$ cat src/rtl/sad_result_collector_if.sv
// PE-array to result-consumer bus for sad_result_collector.
// slave = collector side, master = PE controller / result consumer side.
interface sad_result_collector_if;
    logic        in_curr_enable;
    logic        CB_select;
    logic [1:0]  abs_Control;
    logic        row_sad_valid;
    logic [11:0] row_sad;
    logic        result_ready;
    logic        result_valid;
    logic [1:0]  result_idx;
    logic [15:0] result_sad;
    logic [4:0]  result_mvx;
    logic [4:0]  result_mvy;
    logic        busy;
    logic        done;
    logic        err;

    modport slave (
        input  in_curr_enable, CB_select, abs_Control, row_sad_valid, row_sad, result_ready,
        output result_valid, result_idx, result_sad, result_mvx, result_mvy, busy, done, err
    );

    modport master (
        output in_curr_enable, CB_select, abs_Control, row_sad_valid, row_sad, result_ready,
        input  result_valid, result_idx, result_sad, result_mvx, result_mvy, busy, done, err
    );
endinterface

$ cat src/rtl/sad_result_collector.sv
// Accumulates row SADs into per-sub-block candidate sums, tracks the best motion vector per
// sub-block and reads the four results out. Define SAD_TIE_LAST_EN to let the latest equal sum win.
module sad_result_collector (
    input  logic                        clk,
    input  logic                        rst,
    sad_result_collector_if.slave       bus
);
    typedef enum logic [1:0] {IDLE, ACCUM, READOUT} state_t;

    state_t      state;
    logic [15:0] acc      [4];
    logic [3:0]  row_cnt  [4];
    logic [4:0]  cand_row [4];
    logic [15:0] best_sad [4];
    logic [4:0]  best_mvx [4];
    logic [4:0]  best_mvy [4];
    logic [4:0]  col_cnt;

    logic        res_valid_q;
    logic [1:0]  res_idx_q;
    logic [15:0] res_sad_q;
    logic [4:0]  res_mvx_q;
    logic [4:0]  res_mvy_q;
    logic        done_q;
    logic        err_q;

    logic [1:0]  k;
    logic [15:0] sum;
    logic        better;
    logic        start;
    logic        row_ok;
    logic        row_bad;
    logic [1:0]  next_idx;

    assign k        = bus.abs_Control;
    assign sum      = acc[k] + {4'b0, bus.row_sad};
    assign next_idx = res_idx_q + 2'd1;
    // Init/abort is only honoured outside READOUT; it also takes priority over any row that cycle.
    assign start    = bus.in_curr_enable && (state != READOUT);
    assign row_ok   = (state == ACCUM) && bus.row_sad_valid && (bus.abs_Control[1] == ~bus.CB_select);
    assign row_bad  = (state == ACCUM) && bus.row_sad_valid && (bus.abs_Control[1] == bus.CB_select);

`ifdef SAD_TIE_LAST_EN
    assign better = (sum <= best_sad[k]);
`else
    assign better = (sum < best_sad[k]);
`endif

    always_ff @(posedge clk or posedge rst) begin
        if (rst) begin
            state       <= IDLE;
            col_cnt     <= '0;
            res_valid_q <= 1'b0;
            res_idx_q   <= '0;
            res_sad_q   <= '0;
            res_mvx_q   <= '0;
            res_mvy_q   <= '0;
            done_q      <= 1'b0;
            err_q       <= 1'b0;
            for (int unsigned i = 0; i < 4; i++) begin
                acc[i]      <= '0;
                row_cnt[i]  <= '0;
                cand_row[i] <= '0;
                best_sad[i] <= '1;
                best_mvx[i] <= '0;
                best_mvy[i] <= '0;
            end
        end else begin
            done_q <= 1'b0;
            if (start) begin
                state   <= ACCUM;
                col_cnt <= '0;
                err_q   <= 1'b0;
                for (int unsigned i = 0; i < 4; i++) begin
                    acc[i]      <= '0;
                    row_cnt[i]  <= '0;
                    cand_row[i] <= '0;
                    best_sad[i] <= '1;
                end
            end else begin
                case (state)
                    ACCUM: begin
                        if (row_bad)
                            err_q <= 1'b1;
                        if (row_ok) begin
                            if (row_cnt[k] == 4'd15) begin
                                if (better) begin
                                    best_sad[k] <= sum;
                                    best_mvx[k] <= col_cnt;
                                    best_mvy[k] <= cand_row[k];
                                end
                                acc[k]      <= '0;
                                row_cnt[k]  <= '0;
                                cand_row[k] <= cand_row[k] + 5'd1;
                                // Sub-block 3 closes a column; the last column hands over to readout.
                                if (k == 2'd3 && cand_row[3] == 5'd31) begin
                                    col_cnt <= col_cnt + 5'd1;
                                    if (col_cnt == 5'd31) begin
                                        state       <= READOUT;
                                        res_valid_q <= 1'b1;
                                        res_idx_q   <= 2'd0;
                                        res_sad_q   <= best_sad[0];
                                        res_mvx_q   <= best_mvx[0];
                                        res_mvy_q   <= best_mvy[0];
                                    end
                                end
                            end else begin
                                acc[k]     <= sum;
                                row_cnt[k] <= row_cnt[k] + 4'd1;
                            end
                        end
                    end
                    READOUT: begin
                        if (res_valid_q && bus.result_ready) begin
                            if (res_idx_q == 2'd3) begin
                                state       <= IDLE;
                                res_valid_q <= 1'b0;
                                res_idx_q   <= '0;
                                res_sad_q   <= '0;
                                res_mvx_q   <= '0;
                                res_mvy_q   <= '0;
                                done_q      <= 1'b1;
                            end else begin
                                res_idx_q <= next_idx;
                                res_sad_q <= best_sad[next_idx];
                                res_mvx_q <= best_mvx[next_idx];
                                res_mvy_q <= best_mvy[next_idx];
                            end
                        end
                    end
                    default: ;
                endcase
            end
        end
    end

    assign bus.result_valid = res_valid_q;
    assign bus.result_idx   = res_idx_q;
    assign bus.result_sad   = res_sad_q;
    assign bus.result_mvx   = res_mvx_q;
    assign bus.result_mvy   = res_mvy_q;
    assign bus.done         = done_q;
    assign bus.err          = err_q;
    assign bus.busy         = (state != IDLE);
endmodule

$ cat src/flat_wrapper.sv
// flat-port wrapper written by rule: the top's interface ports become plain ports
module sad_result_collector_flat 
  (clk, rst, bus_in_curr_enable, bus_CB_select, bus_abs_Control, bus_row_sad_valid, bus_row_sad, bus_result_ready, bus_result_valid, bus_result_idx, bus_result_sad, bus_result_mvx, bus_result_mvy, bus_busy, bus_done, bus_err);
  sad_result_collector_if bus_i ();
  input  logic clk;
  input  logic rst;
  input wire logic [$bits(bus_i.in_curr_enable)-1:0] bus_in_curr_enable;
  input wire logic [$bits(bus_i.CB_select)-1:0] bus_CB_select;
  input wire logic [$bits(bus_i.abs_Control)-1:0] bus_abs_Control;
  input wire logic [$bits(bus_i.row_sad_valid)-1:0] bus_row_sad_valid;
  input wire logic [$bits(bus_i.row_sad)-1:0] bus_row_sad;
  input wire logic [$bits(bus_i.result_ready)-1:0] bus_result_ready;
  output wire logic [$bits(bus_i.result_valid)-1:0] bus_result_valid;
  output wire logic [$bits(bus_i.result_idx)-1:0] bus_result_idx;
  output wire logic [$bits(bus_i.result_sad)-1:0] bus_result_sad;
  output wire logic [$bits(bus_i.result_mvx)-1:0] bus_result_mvx;
  output wire logic [$bits(bus_i.result_mvy)-1:0] bus_result_mvy;
  output wire logic [$bits(bus_i.busy)-1:0] bus_busy;
  output wire logic [$bits(bus_i.done)-1:0] bus_done;
  output wire logic [$bits(bus_i.err)-1:0] bus_err;
  assign bus_i.in_curr_enable = bus_in_curr_enable;
  assign bus_i.CB_select = bus_CB_select;
  assign bus_i.abs_Control = bus_abs_Control;
  assign bus_i.row_sad_valid = bus_row_sad_valid;
  assign bus_i.row_sad = bus_row_sad;
  assign bus_i.result_ready = bus_result_ready;
  assign bus_result_valid = bus_i.result_valid;
  assign bus_result_idx = bus_i.result_idx;
  assign bus_result_sad = bus_i.result_sad;
  assign bus_result_mvx = bus_i.result_mvx;
  assign bus_result_mvy = bus_i.result_mvy;
  assign bus_busy = bus_i.busy;
  assign bus_done = bus_i.done;
  assign bus_err = bus_i.err;
  sad_result_collector u_core (.clk(clk), .rst(rst), .bus(bus_i));
endmodule
$ cat config.mk
export PLATFORM = sky130hd
export DESIGN_NAME = sad_result_collector_flat
export DESIGN_NICKNAME = d
export VERILOG_FILES = /design/src/rtl/sad_result_collector_if.sv /design/src/rtl/sad_result_collector.sv /design/src/flat_wrapper.sv
export SDC_FILE = /design/constraint.sdc
export NUM_CORES = 1
export LEC_CHECK = 0
export BUFFER_PORTS_ARGS = -buffer_cell sky130_fd_sc_hd__buf_2
export CAP_MARGIN = 5
export CORE_ASPECT_RATIO = 1.4
export CORE_MARGIN = 4
export CORE_UTILIZATION = 40
export DETAILED_ROUTE_END_ITERATION = 10
export GPL_TIMING_DRIVEN = 0
export PLACE_DENSITY = 0.62
export SETUP_SLACK_MARGIN = 0.4
export SLEW_MARGIN = 20
export SYNTH_ARGS = -nofsm -noshare
export SYNTH_HDL_FRONTEND = slang
export SYNTH_SLANG_ARGS = --single-unit
$ cat constraint.sdc
create_clock -name clk -period 17.5 [get_ports clk]
set_clock_uncertainty 0.1 [all_clocks]
set_input_delay 2.625 -clock clk [delete_from_list [all_inputs] [get_ports clk]]
set_output_delay 2.625 -clock clk [all_outputs]
set_load 0.02 [all_outputs]
# After elaboration in Yosys (flattened, before gate mapping)
# Cells that the tools add are included.
[word_totals]
out_inout_bits = 32
ff_bits = 242
word_cells = 202
[op_classes]
n_eq_ne = 22
n_reduce_logical = 25
magnitude_cmp = 4
mux = 105
addsub = 5
bitwise_logic = 8
[op_table]
columns = ["op", "count"]
rows = [
  ["2-to-1 mux 64 bit", 9],
  ["2-to-1 mux 16 bit", 17],
  ["bitwise mux 64 bit", 2],
  ["2-to-1 mux 5 bit", 24],
  ["binary-select mux 16 bit (select 2 bit)", 3],
  ["2-to-1 mux 20 bit", 4],
  ["bitwise AND 64 bit", 1],
  ["NOT 64 bit", 1],
  ["bitwise mux 20 bit", 3],
  ["demux 16 bit (select 2 bit)", 1],
  ["case mux 16 bit (2 select lines)", 1],
  ["binary-select mux 5 bit (select 2 bit)", 3],
  ["2-to-1 mux 2 bit", 13],
  ["case mux 5 bit (2 select lines)", 2],
  ["adder 16 x 12 -> 16 bit", 1],
  ["bitwise AND 16 bit", 1],
  ["bitwise mux 16 bit", 1],
  ["< comparator 16 bit", 1],
  ["NOT 16 bit", 1],
  ["nonzero test 2 bit", 8],
  ["AND reduction 7 bit", 2],
  ["2-to-1 mux 1 bit", 13],
  ["2-to-1 mux 4 bit", 3],
  ["adder 5 x 1 -> 5 bit (second input constant)", 2],
  ["27 further kinds", 52],
]

# Depth between registers and ports, before layout
# Gate-level depths: netlist (run 1).
[logic_depth]
word_depth = 11
depth_mapped = 22
ltp_nobuf = 16

# Worst setup path after synthesis (run 1)
# No wires, ideal clock.
[synth_timing]
path_type = "in2reg"
startpoint = "input bus_abs_Control[1]"
endpoint = "register u_core.best_mvx[2] in the netlist's numbering"
arrival_ns = 8.079
path_slack_ns = 9.196
setup_ns = 0.125
stages = 22
cell_sequence = "buf_4 -> buf_2 -> buf_1 -> clkbuf_1 -> clkbuf_1 -> mux4_2 -> ha_1 -> clkbuf_1 -> a21oi_1 -> o21ai_0 -> a311oi_1 -> a21boi_0 -> xnor2_1 -> inv_1 -> ha_1 -> a211oi_1 -> o221ai_1 -> a221oi_4 -> o2111ai_4 -> nor2_2 -> buf_4 -> mux2_2"
[synth_via]
elab_chain_len = 7
[synth_rtl]
columns = ["item", "line_no", "source"]
rows = [
  ["from (decl)", "flat_wrapper.sv:9", "input wire logic [$bits(bus_i.abs_Control)-1:0] bus_abs_Control;"],
  ["NOT 2 -> 3 bit (not written as such)", "n/a", ""],
  ["binary-select mux 16 bit (select 2 bit)", "sad_result_collector.sv:36", "assign sum = acc[k] + {4'b0, bus.row_sad};"],
  ["2-to-1 mux 16 bit (not written as such) (2 in a row)", "sad_result_collector.sv:36", ""],
  ["adder 16 x 12 -> 16 bit", "sad_result_collector.sv:36", ""],
  ["< comparator 16 bit", "sad_result_collector.sv:46", "assign better = (sum < best_sad[k]);"],
  ["AND reduction 5 bit (no source line)", "n/a", ""],
  ["to (signal, indexed assignment)", "sad_result_collector.sv:89", "best_mvx[k] <= col_cnt;"],
  ["to (decl)", "sad_result_collector.sv:15", "logic [4:0] best_mvx [4];"],
]
# Parallel ways exist; a longest one is shown, timed or not. The select of a mux whose other input is x is not followed.
# A chain may end at the register's enable or synchronous reset.

# Final worst setup path (run 1)
[layout_timing]
startpoint = "input bus_abs_Control[1]"
endpoint = "register u_core.best_mvx[3] in the netlist's numbering"
# Same word-level chain as after synthesis.

==> flow_summary.rst, run 1 <==
.. list-table::
   :header-rows: 1

   * - Metric
     - Value
   * - RSZ-0062 raised after global routing
     - no
   * - Most frequent cells in the layout
     - 191 x sky130_fd_sc_hd__nand2_1, 178 x sky130_fd_sc_hd__dfrtp_1, 86 x sky130_fd_sc_hd__o21ai_0, 75 x sky130_fd_sc_hd__nor2_1, 67 x sky130_fd_sc_hd__mux4_2
   * - Share of synthesized flip-flops with an asynchronous set or reset
     - 1.00
   * - Tightest Hold Check Type
     - reg -> reg
   * - PwrDens
     - 117 nW/um^2
   * - Proportion of synthesized chip area in sequential cells
     - 0.491
   * - Die Width
     - 157 microns
   * - I/O pins
     - 52
   * - Number of buffers inserted to repair setup after CTS
     - 0
   * - EDFF count, synth
     - 0
   * - Launch point of the worst reg-to-reg path
     - u_core.acc[48]
   * - Ordered list of cells on the worst path
     - buf_4, buf_2, buf_1, clkbuf_1, clkbuf_1, mux4_2, ha_1, a21oi_1, o21ai_0, a221oi_1, nand2_1, xnor2_1, inv_1, ha_1, a211oi_1, o221ai_1, a221oi_4, o2111ai_4, nor2_2, buf_4, mux2_2
   * - WP depth
     - 21
   * - ANT cells
     - 0
   * - Worst-case reg-to-reg path depth
     - 17
   * - TritonCTS clock tree
     - built
   * - Hold_buf cts
     - 0
   * - Power consumption
     - 1.66 mW
   * - Arrival @ worst endpoint
     - 10300 ps
   * - Clock sink count
     - 242
   * - Flip-flop and latch count after synthesis
     - 242
   * - Min cycle time layout
     - 9990 ps
   * - Fraction of the cycle the final worst path needs
     - 0.571
   * - Synthesized netlist cell count
     - 1116
   * - Vias in the first global route
     - 9877
   * - Normalized max-slew margin
     - 0.233
   * - Input/output buffers
     - 49
   * - Netlist cell types
     - 64
   * - Per-cell via count in the routed design
     - 5.82
   * - Global router's overall resource usage
     - 0.212
   * - Nets in the synthesized netlist
     - 1172
   * - Average footprint of a synthesized cell
     - 11.2 sq um
   * - Initial antenna violation count
     - 0
   * - Cell family with the largest share of critical-path delay
     - buffers and inverters
   * - Placed wire-length estimate
     - 24800 microns
   * - Number of levels in the clock H-tree
     - 1
   * - Max-cap check violation count
     - 0
   * - Number of buffers created by CTS
     - 25
   * - Maximum clock rate
     - 100 MHz
   * - Final global-route overflow total
     - 0
   * - Path type of the worst setup path
     - in -> reg
   * - Source of the critical timing path
     - bus_abs_Control[1]
   * - First-pass GRT wire length
     - 56600 microns
   * - GPL Wtd Cong
     - 0.872
   * - Most used flip-flop cell after synthesis
     - sky130_fd_sc_hd__dfrtp_1
   * - Floorplan die area
     - 34200 sq um
   * - Clk pin slew, worst setup/hold paths
     - 60 ps
   * - Detailed-route via count
     - 9330
   * - Chip height
     - 217 microns
   * - Critical Path Sink Type
     - register
   * - Critical path capture point
     - u_core.best_mvx[3]
   * - Clock root buffer
     - sky130_fd_sc_hd__clkbuf_16
   * - Result of the run
     - finished clean
   * - Pre-Repair DR Iteration Count
     - 5
   * - Total standard cell area after synthesis
     - 12500 sq um
   * - Slowest library cell on the worst path
     - sky130_fd_sc_hd__xnor2_1
   * - Setup crit start kind
     - input port
   * - Most common cell after layout, fill and taps aside
     - sky130_fd_sc_hd__nand2_1
   * - Max rail drop VDD
     - 0.0742 mV
   * - Setup total negative slack
     - 0 ps
   * - Post-cts gate resize count
     - 0
   * - Reg2Reg Setup Slack
     - 11300 ps
   * - Residual DRC count
     - 0
   * - Post-route ant nets
     - 0
   * - Wirelength per Cell
     - 22.1 microns
   * - Final Hold Vio Count
     - 0
   * - Synthesis Warnings
     - 0
   * - Slowest stage delay, CP
     - 910 ps
   * - Critical Path Fanout Max
     - 10
   * - Number of rows created at floorplan
     - 76
   * - Total core area
     - 30800 sq um
   * - Slew at the pin with the worst max-slew slack
     - 1140 ps
   * - Maximum buffer depth of the clock tree
     - 3
   * - Post-layout net count
     - 1250
   * - Area Overhead vs Synth
     - 13.0%
   * - Terminus of the critical flop-to-flop path
     - u_core.best_mvx[3]
   * - Post-layout util
     - 0.459
   * - Initial DRC count
     - 641
   * - Initial standard-cell utilization of the core
     - 0.406
   * - Setup violators final
     - 0
   * - Total length of routed wires
     - 35300 microns
   * - Worst path buffer plus inverter count
     - 7
   * - Clock network latency to the later pin of the worst-skew pair
     - 540 ps
   * - Static Leak
     - 6.29 nW
   * - Max Transition Viols Final
     - 0
   * - Fraction of layout cells with a size suffix above 1
     - 0.246
   * - Required time worst endpoint
     - 17820 ps
   * - Pin count of the biggest net entering global routing
     - 103
[worst register-to-register path: stages (launching register included)]
cell and delay (ps):
sky130_fd_sc_hd__dfrtp_1 390, sky130_fd_sc_hd__mux4_2 460, sky130_fd_sc_hd__ha_1 230, sky130_fd_sc_hd__fa_1 460
sky130_fd_sc_hd__a21oi_1 210, sky130_fd_sc_hd__o2bb2ai_1 160, sky130_fd_sc_hd__o21ai_0 340, sky130_fd_sc_hd__nand2_1 130
sky130_fd_sc_hd__xnor2_1 910, sky130_fd_sc_hd__inv_1 120, sky130_fd_sc_hd__ha_1 240, sky130_fd_sc_hd__a211oi_1 220
sky130_fd_sc_hd__o221ai_1 220, sky130_fd_sc_hd__a221oi_4 550, sky130_fd_sc_hd__o2111ai_4 390, sky130_fd_sc_hd__nor2_2 340
sky130_fd_sc_hd__buf_4 280, sky130_fd_sc_hd__mux2_2 360
[flip-flops by register name, summed over array words and instances, names as in the netlist, 2 cells and up]
register	cells
u_core.bus.result_sad	16
u_core.state	2
u_core.bus.result_mvx	5
u_core.cand_row	20
u_core.best_mvy	20
u_core.row_cnt	16
u_core.best_mvx	20
u_core.bus.result_idx	2
u_core.best_sad	64
u_core.acc	64
u_core.bus.result_mvy	5
u_core.col_cnt	5
[power by group]
part / internal (mW) / switching, mW / total [mW]
registers: 0.614 / 0.0311 / 0.645
logic: 0.160 / 0.316 / 0.476
clock network: 0.310 / 0.224 / 0.534
total: 1.08 / 0.571 / 1.66
[metrics by stage]
stage,hold slack (ps),setup WS [ps],instances,instance area (sq um)
floorplan,343,8240,1116,12500
global placement,356,5320,1555,13200
detailed placement,364,7050,1557,13300
CTS,378,7580,1602,14100
global route,394,7130,1602,14100
finish,374,7510,1602,14100
[synth_stat cells (8+ instances only)]
| library cell | instances | area (sq um) |
|---|---|---|
| sky130_fd_sc_hd__nand2_1 | 191 | 717 |
| sky130_fd_sc_hd__buf_2 | 13 | 65.1 |
| sky130_fd_sc_hd__mux2_2 | 36 | 405 |
| sky130_fd_sc_hd__a22oi_1 | 11 | 82.6 |
| sky130_fd_sc_hd__mux4_2 | 67 | 1510 |
| sky130_fd_sc_hd__inv_1 | 42 | 158 |
| sky130_fd_sc_hd__o31ai_1 | 8 | 60.1 |
| sky130_fd_sc_hd__o211ai_1 | 37 | 278 |
| sky130_fd_sc_hd__clkbuf_1 | 40 | 150 |
| sky130_fd_sc_hd__dfstp_2 | 64 | 1680 |
| sky130_fd_sc_hd__o21ai_0 | 86 | 430 |
| sky130_fd_sc_hd__nand3_1 | 20 | 100 |
| sky130_fd_sc_hd__ha_1 | 35 | 438 |
| sky130_fd_sc_hd__nor2b_1 | 8 | 50.1 |
| sky130_fd_sc_hd__dfrtp_1 | 178 | 4450 |
| sky130_fd_sc_hd__nor3_1 | 14 | 70.1 |
| sky130_fd_sc_hd__a22o_1 | 10 | 87.6 |
| sky130_fd_sc_hd__mux2i_1 | 12 | 120 |
| sky130_fd_sc_hd__a221o_1 | 22 | 220 |
| sky130_fd_sc_hd__xor2_1 | 10 | 87.6 |
| sky130_fd_sc_hd__nor2_1 | 75 | 282 |
| sky130_fd_sc_hd__a21oi_1 | 38 | 190 |
| sky130_fd_sc_hd__xnor2_1 | 9 | 78.8 |
[layer usage]
| metal | vias to the layer above | GRT usage | part of all wire |
|---|---|---|---|
| met1 | 4765 | 0.278 | 0.41 |
| met4 | 0 | 0.0806 | 0.038 |
| met2 | 281 | 0.359 | 0.50 |
| met3 | 65 | 0.0253 | 0.051 |
| met5 | - | 0 | 0 |
| li1 | 4219 | - | - |
[cell type report]
class	instances	area [sq um]
Inverter	43	169
Sequential cell	242	6140
Timing Repair Buffer	51	300
Buffer	67	332
Fill cell	2900	16700
Tap cell	390	488
Clock buffer	36	707
Clock inverter	9	97.6
Multi-Input combinational cell	764	5900
[logic make-up (layout without fill, tap and decap cells)]
family          after synthesis  in the layout  synth area share
xor+xnor                     19             19            0.0133
buf+inv                     110            206            0.0394
fa+ha+maj                    36             36            0.0366
simple gates                340            340             0.115
mux                         120            120             0.167
flops                       242            242             0.491
compound gates              249            249             0.138
[how the worst min path moves through the flow]
stage                         from              to  cells after the start
floorplan           u_core.acc[24]  u_core.acc[24]                      2
global placement     u_core.acc[5]   u_core.acc[5]                      2
detailed placement  u_core.acc[24]  u_core.acc[24]                      2
CTS                 u_core.acc[24]  u_core.acc[24]                      2
global route        u_core.acc[16]  u_core.acc[16]                      2
finish              u_core.acc[24]  u_core.acc[24]                      2
(Power assumes the default switching activity.)
==> run 2, diff against run 1 <==
--- a/config.mk
+++ b/config.mk
@@ -12,7 +12,7 @@
 export CORE_UTILIZATION = 40
 export DETAILED_ROUTE_END_ITERATION = 10
 export GPL_TIMING_DRIVEN = 0
-export PLACE_DENSITY = 0.62
+export PLACE_DENSITY = 0.64
 export SETUP_SLACK_MARGIN = 0.4
 export SLEW_MARGIN = 20
 export SYNTH_ARGS = -nofsm -noshare
==> constraint.sdc (replaced) <==
create_clock -name clk -period 8.9 [get_ports clk]
set_clock_uncertainty 0.1 [all_clocks]
set_input_delay 1.335 -clock clk [delete_from_list [all_inputs] [get_ports clk]]
set_output_delay 1.335 -clock clk [all_outputs]
set_load 0.02 [all_outputs]
==> flow_summary.rst, run 2 (synthesized netlist as in run 1, its figures left out) <==
.. list-table::
   :header-rows: 1

   * - Metric
     - Value
   * - Switching component of the power
     - 1.13 mW (+99%)
   * - Input/output buffers
     - 49 (unchanged)
   * - Slew at the pin with the worst max-slew slack
     - 1130 ps (-16.1 ps)
   * - Final Hold Vio Count
     - 0 (unchanged)
   * - Logic pwr share
     - 0.285 (-0.003)
   * - Residual DRC count
     - 0 (unchanged)
   * - Met2 WL post-DR
     - 17900 microns (+1.4%)
   * - Floorplan die area
     - 34200 sq um (unchanged)
   * - Wirelength per Cell
     - 22.2 microns (+0.53%)
   * - Final global-route overflow total
     - 0 (unchanged)
   * - Power consumption
     - 3.31 mW (+100%)
   * - Setup violators final
     - 0 (unchanged)
   * - Maximum buffer depth of the clock tree
     - 3 (unchanged)
   * - Post-layout util
     - 0.461 (+0.00252)
   * - Path type of the worst setup path
     - in -> reg
   * - Critical Path Sink Type
     - register
   * - Post-layout net count
     - 1250 (unchanged)
   * - ANT cells
     - 0 (unchanged)
   * - Clock sink count
     - 242 (unchanged)
   * - Routed metal-1 wire length
     - 14200 microns (-2.2%)
   * - Clock power frac
     - 0.331 (+0.009)
   * - Instance area at placement
     - 13300 sq um (-0.11%)
   * - Initial antenna violation count
     - 0 (unchanged)
   * - Initial standard-cell utilization of the core
     - 0.406 (unchanged)
   * - Multi-input combinational cell area
     - 5920 sq um (+0.38%)
   * - Total instance count after detailed placement
     - 1557 (unchanged)
   * - Arrival @ worst endpoint
     - 8310 ps (-1990 ps)
   * - Initial DRC count
     - 835 (+30%)
   * - Most frequent cells in the layout
     - 191 x sky130_fd_sc_hd__nand2_1, 178 x sky130_fd_sc_hd__dfrtp_1, 86 x sky130_fd_sc_hd__o21ai_0, 75 x sky130_fd_sc_hd__nor2_1, 67 x sky130_fd_sc_hd__mux4_2
   * - Tightest Hold Check Type
     - reg -> reg
   * - Biggest regs
     - u_core.acc (64), u_core.best_sad (64)
   * - Smallest hold slack
     - 379 ps (+4.69 ps)
   * - RSZ-0062 raised after global routing
     - no
   * - Amount of wire on met3 after detailed routing
     - 1710 microns (-5.3%)
   * - Required time worst endpoint
     - 9200 ps (-8620 ps)
   * - Total core area
     - 30800 sq um (unchanged)
   * - GPL Wtd Cong
     - 0.845 (-3.1%)
   * - Clk pin slew, worst setup/hold paths
     - 60 ps (about the same)
   * - Sequential standard cell area
     - 6140 sq um (unchanged)
   * - Uppermost layer routed
     - met4
   * - Placed wire-length estimate
     - 24600 microns (-0.87%)
   * - Finished Cell Area
     - 14200 sq um (+0.55%)
   * - I/O pins
     - 52 (unchanged)
   * - Min cycle time layout
     - 8020 ps
   * - Instance count along the most critical hold path
     - 2 (unchanged)
   * - Critical Path Fanout Max
     - 10 (unchanged)
   * - Max rail drop VDD
     - 0.132 mV (+77%)
   * - PwrDens
     - 233 nW/um^2 (+99%)
   * - Vias in the first global route
     - 9783 (-0.95%)
   * - Pre-CTS setup slack
     - -567 ps (-7620 ps)
   * - Total length of routed wires
     - 35500 microns (+0.53%)
   * - Pin count of the biggest net entering global routing
     - 101 (-1.9%)
   * - Post-route ant nets
     - 0 (unchanged)
   * - Result of the run
     - finished clean
   * - Fraction of the cycle the final worst path needs
     - 0.901
   * - Internal
     - 2.18 mW (+100%)
   * - Number of rows created at floorplan
     - 76 (unchanged)
   * - Final Non-Filler Cells
     - 1602 (unchanged)
   * - Pre-Repair DR Iteration Count
     - 7 (+2)
   * - Max Transition Viols Final
     - 0 (unchanged)
   * - Static Leak
     - 6.31 nW (+0.35%)
   * - Worst-case reg-to-reg path depth
     - 17 (unchanged)
   * - Max-cap check violation count
     - 0 (unchanged)
   * - Sequential share of power
     - 0.383 (-0.007)
   * - Per-cell via count in the routed design
     - 5.91 (+1.5%)
   * - Setup total negative slack
     - 0 ps (unchanged)
   * - Maximum clock rate
     - 125 MHz
   * - Global router's overall resource usage
     - 0.208 (-0.00347)
   * - Clock network latency to the later pin of the worst-skew pair
     - 530 ps (about the same)
   * - Switching share of total power
     - 0.342 (-0.00256)
   * - Number of fillers in the final layout
     - 2900 (unchanged)
   * - Area Overhead vs Synth
     - 13.6%
   * - Number of buffers created by CTS
     - 25 (unchanged)
   * - Final WS setup
     - 885 ps (-6630 ps)
   * - Die Width
     - 157 microns (unchanged)
   * - Number of levels in the clock H-tree
     - 1 (unchanged)
   * - Clock root buffer
     - sky130_fd_sc_hd__clkbuf_16
   * - Setup crit start kind
     - input port
   * - Normalized max-slew margin
     - 0.246 (+0.0129)
   * - Most common cell after layout, fill and taps aside
     - sky130_fd_sc_hd__nand2_1
   * - Detailed-route via count
     - 9472 (+1.5%)
   * - TritonCTS clock tree
     - built
   * - First-pass GRT wire length
     - 56200 microns (-0.84%)
   * - Chip height
     - 217 microns (unchanged)
   * - Fraction of layout cells with a size suffix above 1
     - 0.252 (+0.00578)
[run 2: worst paths after layout]
kind,start,endpoint,slack (ps)
max in group asynchronous,rst,u_core.best_mvy[5],7080
min in group asynchronous,rst,u_core.bus.result_sad[8],740
max reg2reg,u_core.acc[16],u_core.best_mvy[2],2900
min reg2reg,u_core.acc[3],u_core.acc[3],380
min,u_core.acc[3],u_core.acc[3],380
max,bus_abs_Control[0],u_core.best_mvy[2],880
[run 2: per-layer routing]
| metal | up-vias | global-route usage |
|---|---|---|
| met5 | - | 0 |
| met4 | 0 | 0.0941 |
| met3 | 80 | 0.0195 |
| met2 | 313 | 0.351 |
| met1 | 4863 | 0.272 |
| li1 | 4216 | - |
[run 2: area by class of cell]
class	instances	share of cell area
clock inverters	10	0.00934
well taps	390	0.0343
plain buffers	67	0.0236
repair buffers	51	0.0211
clock buffers	35	0.0509
inverters	43	0.0119
flip-flops and latches	242	0.432
multi-input cells	764	0.417
[run 2: power by group through the flow]
stage | combinational [mW] | clock [mW] | sequential, mW
2_1_floorplan | 0.563 | 0 | 1.33
3_3_place_gp | 0.926 | 0 | 1.29
3_5_place_dp | 0.942 | 0 | 1.29
4_1_cts | 0.950 | 1.11 | 1.27
5_1_grt | 1.02 | 1.15 | 1.28
6_report | 0.944 | 1.10 | 1.27
[run 2: critical path: stages]
cell,delay [ps]
sky130_fd_sc_hd__buf_6,130
sky130_fd_sc_hd__buf_2,330
sky130_fd_sc_hd__buf_2,350
sky130_fd_sc_hd__buf_1,680
sky130_fd_sc_hd__mux4_2,610
sky130_fd_sc_hd__ha_1,280
sky130_fd_sc_hd__clkbuf_1,180
sky130_fd_sc_hd__a21oi_1,180
sky130_fd_sc_hd__o21ai_0,180
sky130_fd_sc_hd__a311oi_1,470
sky130_fd_sc_hd__a21boi_0,230
sky130_fd_sc_hd__xnor2_2,580
sky130_fd_sc_hd__inv_1,100
sky130_fd_sc_hd__ha_1,330
sky130_fd_sc_hd__a211oi_1,200
sky130_fd_sc_hd__o221ai_1,210
sky130_fd_sc_hd__a221oi_4,560
sky130_fd_sc_hd__o2111ai_4,380
sky130_fd_sc_hd__nor2_2,330
sky130_fd_sc_hd__buf_4,280
sky130_fd_sc_hd__mux2_1,350
[run 2: what timing repair did]
| item | 4_1_cts | 5_1_grt |
|---|---|---|
| resized for setup | 5 | 4 |
| setup endpoints to repair | 83 | 67 |
| setup buffers | 0 | 0 |
| gates cloned | 0 | 0 |
| hold buffers | 0 | 0 |
==> run 3, diff against run 2 <==
==> constraint.sdc (replaced) <==
create_clock -name clk -period 8.9 [get_ports clk]
set_clock_uncertainty 0.1 [all_clocks]
set_input_delay 0.89 -clock clk [delete_from_list [all_inputs] [get_ports clk]]
set_output_delay 0.89 -clock clk [all_outputs]
set_load 0.02 [all_outputs]
==> flow_summary.rst, run 3 (synthesized netlist as in run 1, its figures left out) <==
.. list-table::
   :header-rows: 1

   * - Metric
     - Value
   * - Number of rows created at floorplan
     - 76 (unchanged)
   * - Sequential share of power
     - 0.384 (about the same)
   * - Chip height
     - 217 microns (unchanged)
   * - Setup total negative slack
     - 0 ps (unchanged)
   * - Required time worst endpoint
     - 9200 ps (about the same)
   * - I/O pins
     - 52 (unchanged)
   * - Global router's overall resource usage
     - 0.208 (-0.000236)
   * - GPL Wtd Cong
     - 0.845 (unchanged)
   * - Number of levels in the clock H-tree
     - 1 (unchanged)
   * - Initial standard-cell utilization of the core
     - 0.406 (unchanged)
   * - Residual DRC count
     - 0 (unchanged)
   * - Final global-route overflow total
     - 0 (unchanged)
   * - Path type of the worst setup path
     - in -> reg
   * - Setup violators final
     - 0 (unchanged)
   * - Clock sink count
     - 242 (unchanged)
   * - Min cycle time layout
     - 8060 ps (+44.1 ps)
   * - TritonCTS clock tree
     - built
   * - Power consumption
     - 3.31 mW (about the same)
   * - Switching share of total power
     - 0.342 (about the same)
   * - Vias in the first global route
     - 9764 (-0.19%)
   * - Logic pwr share
     - 0.284 (about the same)
   * - Internal
     - 2.18 mW (about the same)
   * - Detailed-route via count
     - 9456 (-0.17%)
   * - PwrDens
     - 233 nW/um^2 (about the same)
   * - ANT cells
     - 0 (unchanged)
   * - Most common cell after layout, fill and taps aside
     - sky130_fd_sc_hd__nand2_1
   * - Max-cap check violation count
     - 0 (unchanged)
   * - Max rail drop VDD
     - 0.131 mV (-0.74%)
   * - Clock power frac
     - 0.332 (about the same)
   * - Final WS setup
     - 841 ps (-44.1 ps)
   * - Total length of routed wires
     - 35500 microns (-0.10%)
   * - Normalized max-slew margin
     - 0.258 (+0.0123)
   * - Post-route ant nets
     - 0 (unchanged)
   * - Maximum clock rate
     - 124 MHz (-0.55%)
   * - Area Overhead vs Synth
     - 13.5% (about the same)
   * - Clock root buffer
     - sky130_fd_sc_hd__clkbuf_16
   * - Critical Path Fanout Max
     - 10 (unchanged)
   * - Number of buffers created by CTS
     - 25 (unchanged)
   * - Switching component of the power
     - 1.13 mW (about the same)
   * - Clock network latency to the later pin of the worst-skew pair
     - 530 ps (about the same)
   * - Post-layout net count
     - 1250 (unchanged)
   * - Most frequent cells in the layout
     - 191 x sky130_fd_sc_hd__nand2_1, 178 x sky130_fd_sc_hd__dfrtp_1, 86 x sky130_fd_sc_hd__o21ai_0, 75 x sky130_fd_sc_hd__nor2_1, 67 x sky130_fd_sc_hd__mux4_2
   * - First-pass GRT wire length
     - 56100 microns (about the same)
   * - Initial DRC count
     - 861 (+3.1%)
   * - Fraction of the cycle the final worst path needs
     - 0.906 (+0.00495)
   * - Critical Path Sink Type
     - register
   * - Wirelength per Cell
     - 22.2 microns (-0.10%)
   * - Smallest hold slack
     - 291 ps (-87.8 ps)
   * - Pre-Repair DR Iteration Count
     - 7 (unchanged)
   * - Per-cell via count in the routed design
     - 5.90 (-0.17%)
   * - Floorplan die area
     - 34200 sq um (unchanged)
   * - Die Width
     - 157 microns (unchanged)
   * - Fraction of layout cells with a size suffix above 1
     - 0.249 (-0.00248)
   * - Hold_buf cts
     - 0 (unchanged)
   * - Setup crit start kind
     - input port
   * - Arrival @ worst endpoint
     - 8360 ps (+50 ps)
   * - Pre-CTS setup slack
     - -122 ps (+445 ps)
   * - Number of buffers inserted to repair setup after CTS
     - 0 (unchanged)
   * - Clk pin slew, worst setup/hold paths
     - 60 ps (about the same)
   * - Biggest regs
     - u_core.acc (64), u_core.best_sad (64)
   * - Initial antenna violation count
     - 0 (unchanged)
   * - RSZ-0062 raised after global routing
     - no
   * - Static Leak
     - 6.30 nW (-0.12%)
   * - Pin count of the biggest net entering global routing
     - 101 (unchanged)
   * - Total core area
     - 30800 sq um (unchanged)
   * - Placed wire-length estimate
     - 24600 microns (unchanged)
   * - Input/output buffers
     - 49 (unchanged)
   * - Final Hold Vio Count
     - 0 (unchanged)
   * - Max Transition Viols Final
     - 0 (unchanged)
   * - Result of the run
     - finished clean
   * - Maximum buffer depth of the clock tree
     - 3 (unchanged)
   * - Tightest Hold Check Type
     - in -> async
   * - Slew at the pin with the worst max-slew slack
     - 1110 ps (-18.4 ps)
run 3: worst paths after layout:
| path | start | cells after the start | slack, ps | to |
|---|---|---|---|---|
| setup reg to reg | u_core.acc[4] | 16 | 2860 | u_core.best_mvy[2] |
| max in group asynchronous | rst | 3 | 7530 | u_core.best_mvy[5] |
| min in group clk | u_core.acc[18] | 2 | 380 | u_core.acc[18] |
| setup / recovery | bus_abs_Control[1] | 21 | 840 | u_core.best_mvy[2] |
| hold / removal | rst | 2 | 290 | u_core.bus.result_sad[8] |
| hold reg to reg | u_core.acc[18] | 2 | 380 | u_core.acc[18] |
run 3: repair_timing:
item | 4_1_cts | 5_1_grt
setup endpoints to repair | 0 | 63
resized for setup | 0 | 5
hold endpoints to repair | 0 | 0
run 3: metal layers:
metal	vias to the layer above	global-route usage	wire length (microns)
met2	305	0.350	18000
li1	4224	-	-
met1	4843	0.272	14100
met4	0	0.0947	1570
met3	84	0.0193	1770
met5	-	0	0
run 3: metrics by stage:
stage / instance area [sq um] / util / cells
CTS: 14200 / 0.460 / 1602
global placement: 13200 / 0.430 / 1555
detailed placement: 13300 / 0.432 / 1557
finish: 14200 / 0.461 / 1602
floorplan: 12500 / - / 1116
global route: 14200 / 0.461 / 1602
run 3: power groups by stage:
stage          sequential, mW  clock (mW)  combinational [mW]
3_3_place_gp             1.29           0               0.926
6_report                 1.27        1.10               0.942
4_1_cts                  1.27        1.11               0.947
3_5_place_dp             1.29           0               0.942
2_1_floorplan            1.33           0               0.563
5_1_grt                  1.28        1.16                1.02
run 3: final cells by class:
class,count,area (sq um)
Sequential cell,242,6140
Clock inverter,10,133
Clock buffer,35,723
Buffer,67,333
Tap cell,390,488
Multi-Input combinational cell,764,5920
Fill cell,2902,16600
Timing Repair Buffer,51,300
Inverter,43,169
run 3: worst max-delay path, cell delays in order:
cell and delay, ps:
sky130_fd_sc_hd__buf_4 160, sky130_fd_sc_hd__buf_2 330, sky130_fd_sc_hd__buf_1 540, sky130_fd_sc_hd__clkbuf_1 640, sky130_fd_sc_hd__clkbuf_2 450, sky130_fd_sc_hd__mux4_2 370
sky130_fd_sc_hd__ha_1 370, sky130_fd_sc_hd__a21o_1 220, sky130_fd_sc_hd__a31o_2 260, sky130_fd_sc_hd__o211a_1 250, sky130_fd_sc_hd__o41ai_1 370, sky130_fd_sc_hd__xor2_1 800
sky130_fd_sc_hd__inv_1 100, sky130_fd_sc_hd__ha_1 340, sky130_fd_sc_hd__nand3_1 130, sky130_fd_sc_hd__o221ai_1 190, sky130_fd_sc_hd__a221oi_4 560, sky130_fd_sc_hd__o2111ai_4 380
sky130_fd_sc_hd__nor2_2 330, sky130_fd_sc_hd__buf_4 280, sky130_fd_sc_hd__mux2_1 350
